==> src/rtl/audio_sample_packet_receiver.sv <==
// HDMI audio sample packet (type 0x02, 2-channel layout 0) sink: unpacks subpackets,
// checks IEC 60958 parity, rebuilds channel status and queues stereo samples in a FIFO.
module audio_sample_packet_receiver #(
    parameter int FIFO_DEPTH         = 8,
    parameter bit DROP_PARITY_ERRORS = 1'b0
) (
    input  logic         clk_pixel,
    input  logic         reset_n,
    input  logic         packet_valid,
    input  logic [23:0]  header,
    input  logic [223:0] sub,
    output logic         busy,
    output logic         sample_valid,
    input  logic         sample_ready,
    output logic [23:0]  sample_left,
    output logic [23:0]  sample_right,
    output logic [7:0]   sample_flags,
    output logic         sample_block_start,
    output logic         cs_update,
    output logic         cs_valid,
    output logic [39:0]  cs_left,
    output logic [39:0]  cs_right,
    output logic [15:0]  parity_error_count,
    output logic         overflow,
    output logic         layout_error
);
    localparam int AW = $clog2(FIFO_DEPTH);

    typedef enum logic {IDLE, UNPACK} state_t;

    state_t       state;
    logic [1:0]   slot;
    logic [3:0]   mask_q;
    logic [3:0]   b_q;
    logic [223:0] sub_q;
    logic [55:0]  sp;
    logic [56:0]  mem [FIFO_DEPTH];
    logic [AW:0]  wr_ptr;
    logic [AW:0]  rd_ptr;
    logic [7:0]   cs_idx;
    logic         cs_lock;
    logic [39:0]  shadow_l;
    logic [39:0]  shadow_r;
    logic [56:0]  head;

    function automatic logic [15:0] sat_inc16(input logic [15:0] v);
        return (v == 16'hFFFF) ? v : v + 16'd1;
    endfunction

    always_comb begin
        sp = sub_q[55:0];
        case (slot)
            2'd1:    sp = sub_q[111:56];
            2'd2:    sp = sub_q[167:112];
            2'd3:    sp = sub_q[223:168];
            default: sp = sub_q[55:0];
        endcase
    end

    logic pkt_hit, present, bflag, fail_l, fail_r, par_fail, want_wr;
    logic empty, full, pop, push;

    assign pkt_hit  = packet_valid && (header[7:0] == 8'h02);
    assign present  = (state == UNPACK) && mask_q[slot];
    assign bflag    = b_q[slot];
    assign fail_l   = ^{sp[23:0], sp[51:48]};
    assign fail_r   = ^{sp[47:24], sp[55:52]};
    assign par_fail = fail_l | fail_r;
    assign want_wr  = present && !(DROP_PARITY_ERRORS && par_fail);
    assign empty    = (wr_ptr == rd_ptr);
    assign full     = (wr_ptr[AW] != rd_ptr[AW]) && (wr_ptr[AW-1:0] == rd_ptr[AW-1:0]);
    assign pop      = !empty && sample_ready;
    // A full FIFO still accepts a write when the head is popping in the same cycle.
    assign push     = want_wr && (!full || pop);

    assign busy         = (state == UNPACK);
    assign sample_valid = !empty;
    assign head         = mem[rd_ptr[AW-1:0]];
    // Storage is not reset, so the head is masked while the FIFO is empty.
    assign sample_left        = sample_valid ? head[56:33] : 24'd0;
    assign sample_right       = sample_valid ? head[32:9]  : 24'd0;
    assign sample_flags       = sample_valid ? head[8:1]   : 8'd0;
    assign sample_block_start = sample_valid ? head[0]     : 1'b0;

    always_ff @(posedge clk_pixel) begin
        if (state == IDLE && pkt_hit && !header[12])
            sub_q <= sub;
        if (push)
            mem[wr_ptr[AW-1:0]] <= {sp[23:0], sp[47:24], sp[55:48], bflag};
    end

    always_ff @(posedge clk_pixel or negedge reset_n) begin
        if (!reset_n) begin
            state              <= IDLE;
            slot               <= 2'd0;
            mask_q             <= 4'd0;
            b_q                <= 4'd0;
            wr_ptr             <= '0;
            rd_ptr             <= '0;
            cs_idx             <= 8'd0;
            cs_lock            <= 1'b0;
            shadow_l           <= 40'd0;
            shadow_r           <= 40'd0;
            cs_update          <= 1'b0;
            cs_valid           <= 1'b0;
            cs_left            <= 40'd0;
            cs_right           <= 40'd0;
            parity_error_count <= 16'd0;
            overflow           <= 1'b0;
            layout_error       <= 1'b0;
        end else begin
            cs_update <= 1'b0;
            case (state)
                IDLE: begin
                    if (pkt_hit) begin
                        if (header[12]) begin
                            layout_error <= 1'b1;
                        end else begin
                            state  <= UNPACK;
                            slot   <= 2'd0;
                            mask_q <= header[11:8];
                            b_q    <= header[23:20];
                        end
                    end
                end
                default: begin
                    if (pkt_hit)
                        overflow <= 1'b1;
                    slot <= slot + 2'd1;
                    if (slot == 2'd3)
                        state <= IDLE;
                end
            endcase

            if (push)
                wr_ptr <= wr_ptr + 1'b1;
            if (pop)
                rd_ptr <= rd_ptr + 1'b1;
            if (want_wr && full && !pop)
                overflow <= 1'b1;

            if (present && par_fail)
                parity_error_count <= sat_inc16(parity_error_count);

            // Channel status: index counts frames since the last B; index 0 while locked
            // means the previous block just closed and a B is required next.
            if (present) begin
                if (bflag) begin
                    cs_idx   <= 8'd1;
                    cs_lock  <= 1'b1;
                    shadow_l <= {39'd0, sp[50]};
                    shadow_r <= {39'd0, sp[54]};
                end else if (cs_lock) begin
                    if (cs_idx == 8'd0) begin
                        cs_lock <= 1'b0;
                    end else begin
                        for (int k = 1; k < 40; k++) begin
                            if (cs_idx == 8'(k)) begin
                                shadow_l[k] <= sp[50];
                                shadow_r[k] <= sp[54];
                            end
                        end
                        if (cs_idx == 8'd191) begin
                            cs_left   <= shadow_l;
                            cs_right  <= shadow_r;
                            cs_update <= 1'b1;
                            cs_valid  <= 1'b1;
                            cs_idx    <= 8'd0;
                        end else begin
                            cs_idx <= cs_idx + 8'd1;
                        end
                    end
                end
            end
        end
    end
endmodule
==> config.mk <==
export PLATFORM = sky130hd
export DESIGN_NAME = audio_sample_packet_receiver
export DESIGN_NICKNAME = d
export VERILOG_FILES = /design/src/rtl/audio_sample_packet_receiver.sv
export SDC_FILE = /design/constraint.sdc
export NUM_CORES = 1
export LEC_CHECK = 0
export BUFFER_PORTS_ARGS = -buffer_cell sky130_fd_sc_hd__buf_4
export CORE_MARGIN = 2
export CORE_UTILIZATION = 53
export DETAILED_ROUTE_END_ITERATION = 12
export GPL_TIMING_DRIVEN = 0
export PLACE_DENSITY_LB_ADDON = 0.05
export SYNTH_ARGS = -nofsm -noshare
export SYNTH_HDL_FRONTEND = slang
export SYNTH_SLANG_ARGS = --single-unit
==> constraint.sdc <==
create_clock -name clk_pixel -period 7.4 [get_ports clk_pixel]
set_input_delay 0.37 -clock clk_pixel [delete_from_list [all_inputs] [get_ports clk_pixel]]
set_output_delay 0.37 -clock clk_pixel [all_outputs]
set_load 0.01 [all_outputs]
; ---- Yosys cells after proc, flatten, opt, wreduce, memory -nomap -nowiden
; Memories as Yosys holds them, arrays and structs flattened.
; Index checks and enable logic that the tools add are counted.
; W data, S select, Z words.
[totals]
in_bits = 252
output_inout_bits = 159
ram_bits = 456
register_bits = 432
memories = 1
word_cells = 384
[classes]
n_eq_ne = 50
magnitude_cmp = 1
n_reduce_logical = 108
addsub = 5
bitwise = 6
n_mux = 117
[mem_list]
columns = name, depth, width, read_ports, rd_clocked_by_memory_dff, wr, line_no
row1 = mem, 8, 57, 1, 0, 1, 37  ; logic [56:0] mem [FIFO_DEPTH];
[ops]
columns = op, n
row1 = $mux W39, 6
row2 = $pmux W56 S3, 1
row3 = $reduce_and A4 Y1, 39
row4 = $eq A8 B5 Y1 const B, 16
row5 = $mux W1, 98
row6 = $reduce_bool A2 Y1, 43
row7 = $eq A8 B4 Y1 const B, 8
row8 = $eq A8 B6 Y1 const B, 8
row9 = $reduce_xor A28 Y1, 2
row10 = $mux W24, 2
row11 = $mux W8, 5
row12 = $eq A8 B3 Y1 const B, 4
row13 = $eq A8 B2 Y1 const B, 3
row14 = $add A16 B1 Y16 const B, 1
row15 = $eq A16 B16 Y1 const B, 1
row16 = $logic_and A1 B1 Y1, 10
row17 = $reduce_and A3 Y1, 3
row18 = $add A4 B1 Y4 const B, 2
row19 = $add A8 B1 Y8 const B, 1
row20 = $eq A8 B1 Y1 const B, 1
row21 = $eq A8 B8 Y1 const B, 1
row22 = $logic_not A8 Y1, 1
row23 = $reduce_and A2 Y1, 4
row24 = $mux W2, 3
row25 = other kinds (15), 24

; ---- Longest topological paths before layout
; Gate-level depths: netlist (run 1).
[depth]
ltp_word = 7
depth_mapped = 15
depth_no_buf = 11

; ---- Worst setup path before layout (run 1)
; OpenSTA, ideal clock, no wires.
[synth_timing]
path_kind = input port to flip-flop
start = input header[2]
end = register b_q[0]
t_required_ns = 7.301
path_buffers = 1
arrival_ns = 8.626
setup_slack_ns = -1.325
setup_ns = 0.099
cell_stages = 6
cell_sequence = nor4_1 > nand3b_1 > nor4b_1 > and3_1 > clkbuf_1 > mux2_2
[synth_between]
elab_chain_len = 3
[synth_rtl]
columns = item, line_no
row1 = start: declaration, 10  ; input logic [23:0] header,
row2 = $eq A8 B2 Y1, 63  ; assign pkt_hit = packet_valid && (header[7:0] == 8'h02);
row3 = $logic_and A1 B1 Y1, 63
row4 = $reduce_and A3 Y1 (no source line), -
row5 = end signal: assignment, 122  ; b_q <= header[23:20];
row6 = end: declaration, 34  ; logic [3:0] b_q;
; No other way between the ends.
; A chain may end at the register's enable or synchronous reset.

; ---- Worst setup path after layout (run 1)
[layout_timing]
start = register slot[0]
end = memory mem[5][29] (data pin)
[layout_between]
elab_chain_len = 2
elab_cells_between_ends = 4
cone_classes = eq/ne (3) / mux (1)
[layout_rtl]
columns = item, line_no
row1 = start: declaration, 32  ; logic [1:0] slot;
row2 = start signal: assignment, 129  ; slot <= slot + 2'd1;
row3 = $eq A2 B2 Y1 / $eq A2 B1 Y1 (equally long branches), 52  ; case (slot)
row4 = $pmux W56 S3 (*), 52
row5 = via sp[44], 36  ; logic [55:0] sp;
row6 = end: declaration, 37
; Mark *: on every way through the listed nets, which the timed path passes. The rest lies on a longest branch.

==> results of run 1 <==
-- worst register-to-register path, delay by kind of cell (launching register included) --
family	cells	cell delay [ns]
fa+ha+maj	1	0.26
buf+inv	5	2.53
flops	1	0.49
mux	1	1.21
-- kinds of logic after synthesis --
family                   synth area share (%)
XOR/XNOR                                 2.79
flip-flops                               73.0
adder cells (fa/ha/maj)                 0.392
AND/OR/NAND/NOR                          5.51
multiplexers                             11.7
AO/OA/AOI/OAI                            4.21
buffers and inverters                    2.35
-- flip-flops by register name (all words and copies together), names as in the netlist --
name and flops:
shadow_l 40, mem 456, parity_error_count 16, cs_left 40, busy 1, cs_right 40, mask_q 4, layout_error 1
overflow 1, slot 2, b_q 4, cs_update 1, shadow_r 40, cs_valid 1, wr_ptr 4, sub_q 224
cs_idx 8, cs_lock 1, rd_ptr 4
-- through the flow --
| stage | cells | area [um^2] | worst slack (ns) | utilization (%) | TNS, ns |
|---|---|---|---|---|---|
| after global placement | 3426 | 39200 | -3.57 | 59.7 | -1132.47 |
| after detailed placement | 3476 | 39900 | 2.56 | 60.9 | 0 |
| after global routing | 3880 | 45300 | 2.31 | 69.0 | 0 |
| after CTS | 3873 | 45200 | 2.51 | 68.9 | 0 |
| after floorplan | 2159 | 35100 | 1.22 | - | 0 |
| final | 3884 | 45300 | 2.48 | 69.0 | 0 |
-- cells in the final DEF (no fill, tap or decap), drive strengths merged, types with 12 or more instances in the layout --
cell / count
mux2i: 114
mux4: 115
nand3: 27
clkinv: 34
mux2: 33
and3: 12
a21oi: 28
dfrtp: 208
xor2: 34
buf: 491
inv: 98
o21ai: 97
xnor2: 65
o22ai: 24
clkbuf: 189
edfxtp: 680
a222oi: 55
dlygate4sd3: 234
nand2: 298
nor2: 82
-- cell usage after synthesis, types with 3 or more instances --
| library cell | n |
|---|---|
| xnor3_1 | 5 |
| ha_1 | 11 |
| nand2_1 | 298 |
| and2_1 | 3 |
| buf_1 | 25 |
| o21ai_1 | 6 |
| buf_2 | 7 |
| nor3_1 | 9 |
| a31oi_1 | 11 |
| dfrtp_1 | 208 |
| nor3b_1 | 4 |
| edfxtp_1 | 680 |
| clkbuf_1 | 75 |
| mux2i_1 | 114 |
| nand4_1 | 8 |
| a21oi_1 | 28 |
| mux2_2 | 31 |
| nand3_1 | 27 |
| and3_1 | 12 |
| xor2_1 | 34 |
| buf_6 | 5 |
| inv_1 | 93 |
| and3b_1 | 3 |
| o22ai_1 | 24 |
| xnor2_1 | 65 |
| mux4_2 | 115 |
| or3_1 | 4 |
| a222oi_1 | 55 |
| nor4_1 | 4 |
| o21ai_0 | 90 |
| nor2_1 | 82 |
-- repair_timing --
action | CTS | global route
endpoints found under the hold margin | 324 | 0
buffers inserted | 0 | 0
hold buffers | 234 | 0
endpoints found under the setup margin | 0 | 0
-- routing by layer --
| metal | wire [um] | GRT usage [%] | up-vias |
|---|---|---|---|
| li1 | - | - | 9694 |
| met4 | 2900 | 8.89 | 14 |
| met5 | 88 | 0 | - |
| met2 | 47900 | 47.4 | 960 |
| met1 | 39900 | 39.8 | 11300 |
| met3 | 6890 | 5.00 | 205 |
-- layout make-up --
class / instances / area, um^2 / area share, %
diodes: 11 / 27.5 / 0.0608
well taps: 864 / 1080 / 2.39
flip-flops and latches: 888 / 25600 / 56.6
inverters: 93 / 349 / 0.771
multi-input cells: 1065 / 8680 / 19.2
plain buffers: 113 / 484 / 1.07
clock buffers: 114 / 2440 / 5.40
clock inverters: 49 / 512 / 1.13
repair buffers: 687 / 6070 / 13.4
-- how the worst max path moves through the flow --
stage | cells past startpoint | end | startpoint | slack, ns
finish | 7 | mem[5][29]$_DFFE_PP_ | slot[0]$_DFFE_PN0P_ | 2.48
global route | 7 | mem[5][29]$_DFFE_PP_ | slot[1]$_DFFE_PN0P_ | 2.31
CTS | 7 | mem[5][29]$_DFFE_PP_ | slot[0]$_DFFE_PN0P_ | 2.51
detailed placement | 7 | mem[4][29]$_DFFE_PP_ | slot[0]$_DFFE_PN0P_ | 2.56
global placement | 4 | mem[1][23]$_DFFE_PP_ | slot[0]$_DFFE_PN0P_ | -3.57
floorplan | 4 | mem[1][0]$_DFFE_PP_ | slot[0]$_DFFE_PN0P_ | 1.22
-- power by group through the flow --
stage | sequential [mW] | clock, mW | combinational, mW
2_1_floorplan | 5.99 | 0 | 3.71
3_3_place_gp | 6.01 | 0 | 5.83
3_5_place_dp | 6.01 | 0 | 5.91
4_1_cts | 5.91 | 4.61 | 6.03
5_1_grt | 5.91 | 4.80 | 6.40
6_report | 5.91 | 4.56 | 6.00
==> out/metrics.cfg, run 1 <==
[run_status]
status=complete, no violations

[worst_setup_path]
reg2reg_to=mem[5][29]$_DFFE_PP_
crit_type=reg -> reg
arrival_ns=5.14
reg2reg_from=slot[0]$_DFFE_PN0P_
cp-start-kind=flop
cp_cell_sequence=inv_1, ha_1, clkbuf_1, clkbuf_1, buf_1, clkbuf_1, mux2i_1
crit_path_end_kind=flop
cpMaxStageDelayCell=mux2i_1
regToRegSetupSlack_ns=2.48
crit_family=buffers and inverters
path_common_cell=clkbuf_1
path_max_fanout=10
crit_path_max_incr_delay_ns=1.21
cp.required_ns=7.62
worstRegToRegCells=7
crit_buf_inv=5

[synthesis]
synth_area_um2=35100
yosysTopAreaCellShare_pct=58.2
synth_seq_cells=888
synthTopCellsByArea=edfxtp_1 58%, dfrtp_1 15%, mux4_2 7.4%
synth-edff-count=680
avgSynthCellArea_um2=16.2
yosys.cell_types.count=50
synthCells=2159
async_flop_share_pct=23.4
yosysSeqAreaShare_pct=73.0
synth-main-ff-cell=edfxtp_1
ys_warn_count=0
syn_nets=2422
yosysTopAreaCell=edfxtp_1

[power_and_ir_drop]
power.switching_mw=5.43
cell_internal_pwr_mw=11.0
clockPowerShare_pct=27.7
total_power_mw=16.5
combPwrFrac_pct=36.4
p_sw_share_pct=33.0
ir_drop_mv=0.521
total_leakage_power_nw=17.6
power_density_nw_per_um2=364
sequentialPowerShare_pct=35.9

[finish]
nNetsFinal=3199
drive_gt1_share_pct=25.4
area_growth_pct=29.0
fill_cells=4420

[min_path]
hold_start=sample_ready
hold_depth=3
hp-class=in -> reg
min_to=rd_ptr[2]$_DFFE_PN0P_

[place]
gp_congestion=0.920
hpwl_mm=69.1
io_buffers=403

[drt]
postRouteWirelength_mm=97.7
drcViolationCount=0
vias_per_cell=5.72
final_antenna_net_count=0
drtIter0Drc=2175
vias=22200
routedWlPerCell_um=25.2
firstDrtPassIters=10

[cts]
cts_resized=0
insertion_delay_ns=0.65
tritoncts.num_buffers=88
cts_max_path_buffers=3
cts_tree=built
clk_pin_slew_worst_paths_ns=0.06
cts.sinks=888
htreeDepth=3
clockRootBuffer=clkbuf_16

[sta]
clock.fmax_mhz=203
slew_violations=0
worst_pin_slew_ns=1.42
max-slew-margin-rel_pct=2.39
whs_ns=0.0904
setup_viol=0
period_share_pct=66.5
finalHoldViolCount=0
rsz0062_at_grt=false
finalClockSkew_ns=0.0280
period_needed_ns=4.92

[floorplanning]
rows=94
coreArea_um2=65600
die_area_um2=68300
start_util_pct=53.5
die_height_um=261
die_x_um=261
io_pins=411

[flow_run]
drv_cap=0

[global_routing]
track_usage_pct=28.8
grt_pass1_vias=22600
antenna_found_initial=16
grt_max_degree=125
grt_overflow=0
grt_pass1_wl_mm=143

(Power assumes the default switching activity.)
==> run 2, diff against run 1 <==
==> constraint.sdc (replaced) <==
create_clock -name clk_pixel -period 4.39 [get_ports clk_pixel]
set_input_delay 0.2195 -clock clk_pixel [delete_from_list [all_inputs] [get_ports clk_pixel]]
set_output_delay 0.2195 -clock clk_pixel [all_outputs]
set_load 0.01 [all_outputs]
==> out/metrics.cfg, run 2 (same netlist as run 1, synthesis figures left out) <==
[run_status]
status=complete, no violations  ; unchanged

[floorplanning]
io_pins=411  ; unchanged
start_util_pct=53.5  ; unchanged
coreArea_um2=65600  ; unchanged
die_height_um=261  ; unchanged
die_x_um=261  ; unchanged
rows=94  ; unchanged
die_area_um2=68300  ; unchanged

[global_routing]
grt_max_degree=139  ; was 125
grt_busiest_layer=met2  ; unchanged
grt_use_met3_pct=5.38  ; was 5.00%
grt_pass1_wl_mm=145  ; was 143 mm
grt_pass1_vias=23000  ; was 22600
antenna_found_initial=9  ; was 16
grt_overflow=0  ; unchanged
use_met2_pct=48.5  ; was 47.4%
use_met1_pct=39.9  ; was 39.8%
track_usage_pct=29.2  ; was 28.8%

[power_and_ir_drop]
cell_internal_pwr_mw=18.6  ; was 11.0 mW
combPwrFrac_pct=36.7  ; was 36.4%
sequentialPowerShare_pct=35.8  ; was 35.9%
total_leakage_power_nw=17.6  ; about the same
ir_drop_mv=1.29  ; was 0.521 mV
power.switching_mw=9.23  ; was 5.43 mW
p_sw_share_pct=33.1  ; was 33.0%
power_density_nw_per_um2=613  ; was 364 nW/um^2
clockPowerShare_pct=27.5  ; was 27.7%

[worst_setup_path]
path_max_fanout=13  ; was 10
arrival_ns=4.51  ; was 5.14 ns
reg2reg_from=slot[0]$_DFFE_PN0P_  ; unchanged
cp.required_ns=4.67  ; was 7.62 ns
crit_type=reg -> reg  ; unchanged
cp_cell_sequence=inv_1, ha_1, clkbuf_1, buf_2, buf_1, mux2i_1  ; was inv_1, ha_1, clkbuf_1, clkbuf_1, buf_1, clkbuf_1, mux2i_1
cp-start-kind=flop  ; unchanged
cpMaxStageDelayCell=mux2i_1  ; unchanged
crit_path_end_kind=flop  ; unchanged
worstRegToRegCells=6  ; was 7
regToRegSetupSlack_ns=0.17  ; was 2.48 ns
crit_path_max_incr_delay_ns=0.99  ; was 1.21 ns
reg2reg_to=mem[5][20]$_DFFE_PP_  ; was mem[5][29]$_DFFE_PP_

[sta]
max-slew-margin-rel_pct=18.6  ; was 2.39%
rsz0062_at_grt=true  ; was false
fin_setup_tns_ns=0  ; unchanged
period_needed_ns=4.22  ; was 4.92 ns
clock.fmax_mhz=237  ; was 203 MHz
worst_pin_slew_ns=1.21  ; was 1.42 ns
finalHoldViolCount=0  ; unchanged
whs_ns=0.0313  ; was 0.0904 ns
finalClockSkew_ns=0.0232  ; was 0.0280 ns
period_share_pct=96.2  ; was 66.5%
slew_violations=0  ; unchanged
setup_viol=0  ; unchanged

[cts]
clk_pin_slew_worst_paths_ns=0.06  ; about the same
clockRootBuffer=clkbuf_16  ; unchanged
tritoncts.num_buffers=90  ; was 88
cts.sinks=888  ; unchanged
cts_max_path_buffers=3  ; unchanged
insertion_delay_ns=0.65  ; about the same
cts_tree=built  ; unchanged
htreeDepth=3  ; unchanged

[finish]
area_growth_pct=29.4  ; was 29.0%
multi_input_area_um2=8740  ; was 8680 um^2
layout_common_cells=680 x edfxtp_1, 408 x buf_4, 298 x nand2_1  ; was 680 x edfxtp_1, 403 x buf_4, 298 x nand2_1
utilization_pct=69.2  ; was 69.0%
largest_reg_flops=456  ; unchanged
seqCellArea_um2=25600  ; unchanged
finalInstanceArea_um2=45400  ; was 45300 um^2
final_common_cell=edfxtp_1  ; unchanged
fill_cells=4413  ; was 4420
nNetsFinal=3197  ; was 3199
drive_gt1_share_pct=25.9  ; was 25.4%

[min_path]
hold_depth=3  ; unchanged
hp-class=in -> reg  ; unchanged
hold_start=header[3]  ; was sample_ready
min_to=layout_error$_DFFE_PN0P_  ; was rd_ptr[2]$_DFFE_PN0P_

[flow_run]
drv_cap=0  ; unchanged

[drt]
drtIter0Drc=2168  ; was 2175
vias=22100  ; was 22200
routedWlPerCell_um=25.2  ; about the same
firstDrtPassIters=9  ; was 10
postRouteWirelength_mm=97.8  ; was 97.7 mm
final_antenna_net_count=0  ; unchanged
vias_per_cell=5.68  ; was 5.72
drcViolationCount=0  ; unchanged

[place]
io_buffers=403  ; unchanged
dpl-instance-area_um2=40000  ; was 39900 um^2
hpwl_mm=68.5  ; was 69.1 mm
gp_congestion=0.878  ; was 0.920

## run 2: changes by cell type in the layout (fill, tap and decap cells not counted), moves of 5 or more
cell and change:
clkbuf_1 +8, clkinv_1 -10, buf_4 +5, buf_6 -21, mux2i_1 -11, mux2i_2 +11
## run 2: layout make-up
cell class,count,share of cell area [%]
diodes,9,0.0496
inverters,93,0.769
flip-flops and latches,888,56.4
clock inverters,39,0.818
well taps,864,2.38
plain buffers,112,1.14
multi-input cells,1065,19.2
repair buffers,684,13.5
clock buffers,130,5.70
## run 2: metal layers
metal,routed length [um],vias up
met5,24,-
met3,7440,142
met4,2360,4
li1,-,9694
met1,39300,11300
met2,48600,945
## run 2: what timing repair did
| item | 4_1_cts | 5_1_grt |
|---|---|---|
| hold endpoints to repair | 330 | 0 |
| setup endpoints to repair | 261 | 138 |
| pin swaps | 2 | 4 |
| hold buffers | 237 | 0 |
| gates resized for setup | 18 | 4 |
| setup buffers | 2 | 2 |
| cloned | 0 | 0 |
## run 2: through the flow
stage	cells	setup WS, ns	power [mW]
finish	3884	0.169	27.8
detailed placement	3466	-0.560	20.1
floorplan	2159	-1.75	16.4
global route	3881	-0.0358	28.9
CTS	3874	-0.00211	28.0
global placement	3426	-6.67	20.0
## run 2: worst max path at each step
stage | start | to | slack [ns] | depth (start not counted)
floorplan | slot[0]$_DFFE_PN0P_ | mem[3][0]$_DFFE_PP_ | -1.75 | 5
global placement | slot[0]$_DFFE_PN0P_ | mem[6][23]$_DFFE_PP_ | -6.67 | 5
detailed placement | slot[0]$_DFFE_PN0P_ | mem[4][29]$_DFFE_PP_ | -0.56 | 7
CTS | slot[0]$_DFFE_PN0P_ | mem[3][18]$_DFFE_PP_ | -0.002 | 7
global route | slot[0]$_DFFE_PN0P_ | mem[3][18]$_DFFE_PP_ | -0.04 | 6
finish | slot[0]$_DFFE_PN0P_ | mem[5][20]$_DFFE_PP_ | 0.17 | 6
## run 2: worst max-delay path, delay by kind of cell, from the launching register on
kind | cells | cell delay, ns
muxes | 1 | 0.99
DFF | 1 | 0.48
adders and majority gates | 1 | 0.66
buffers and inverters | 4 | 1.72
## run 2: power by group through the flow
stage / Combinational, mW / Clock [mW] / Sequential (mW)
2_1_floorplan: 6.26 / 0 / 10.1
3_3_place_gp: 9.84 / 0 / 10.1
3_5_place_dp: 9.98 / 0 / 10.1
4_1_cts: 10.3 / 7.75 / 9.95
5_1_grt: 10.9 / 8.08 / 9.96
6_report: 10.2 / 7.66 / 9.95
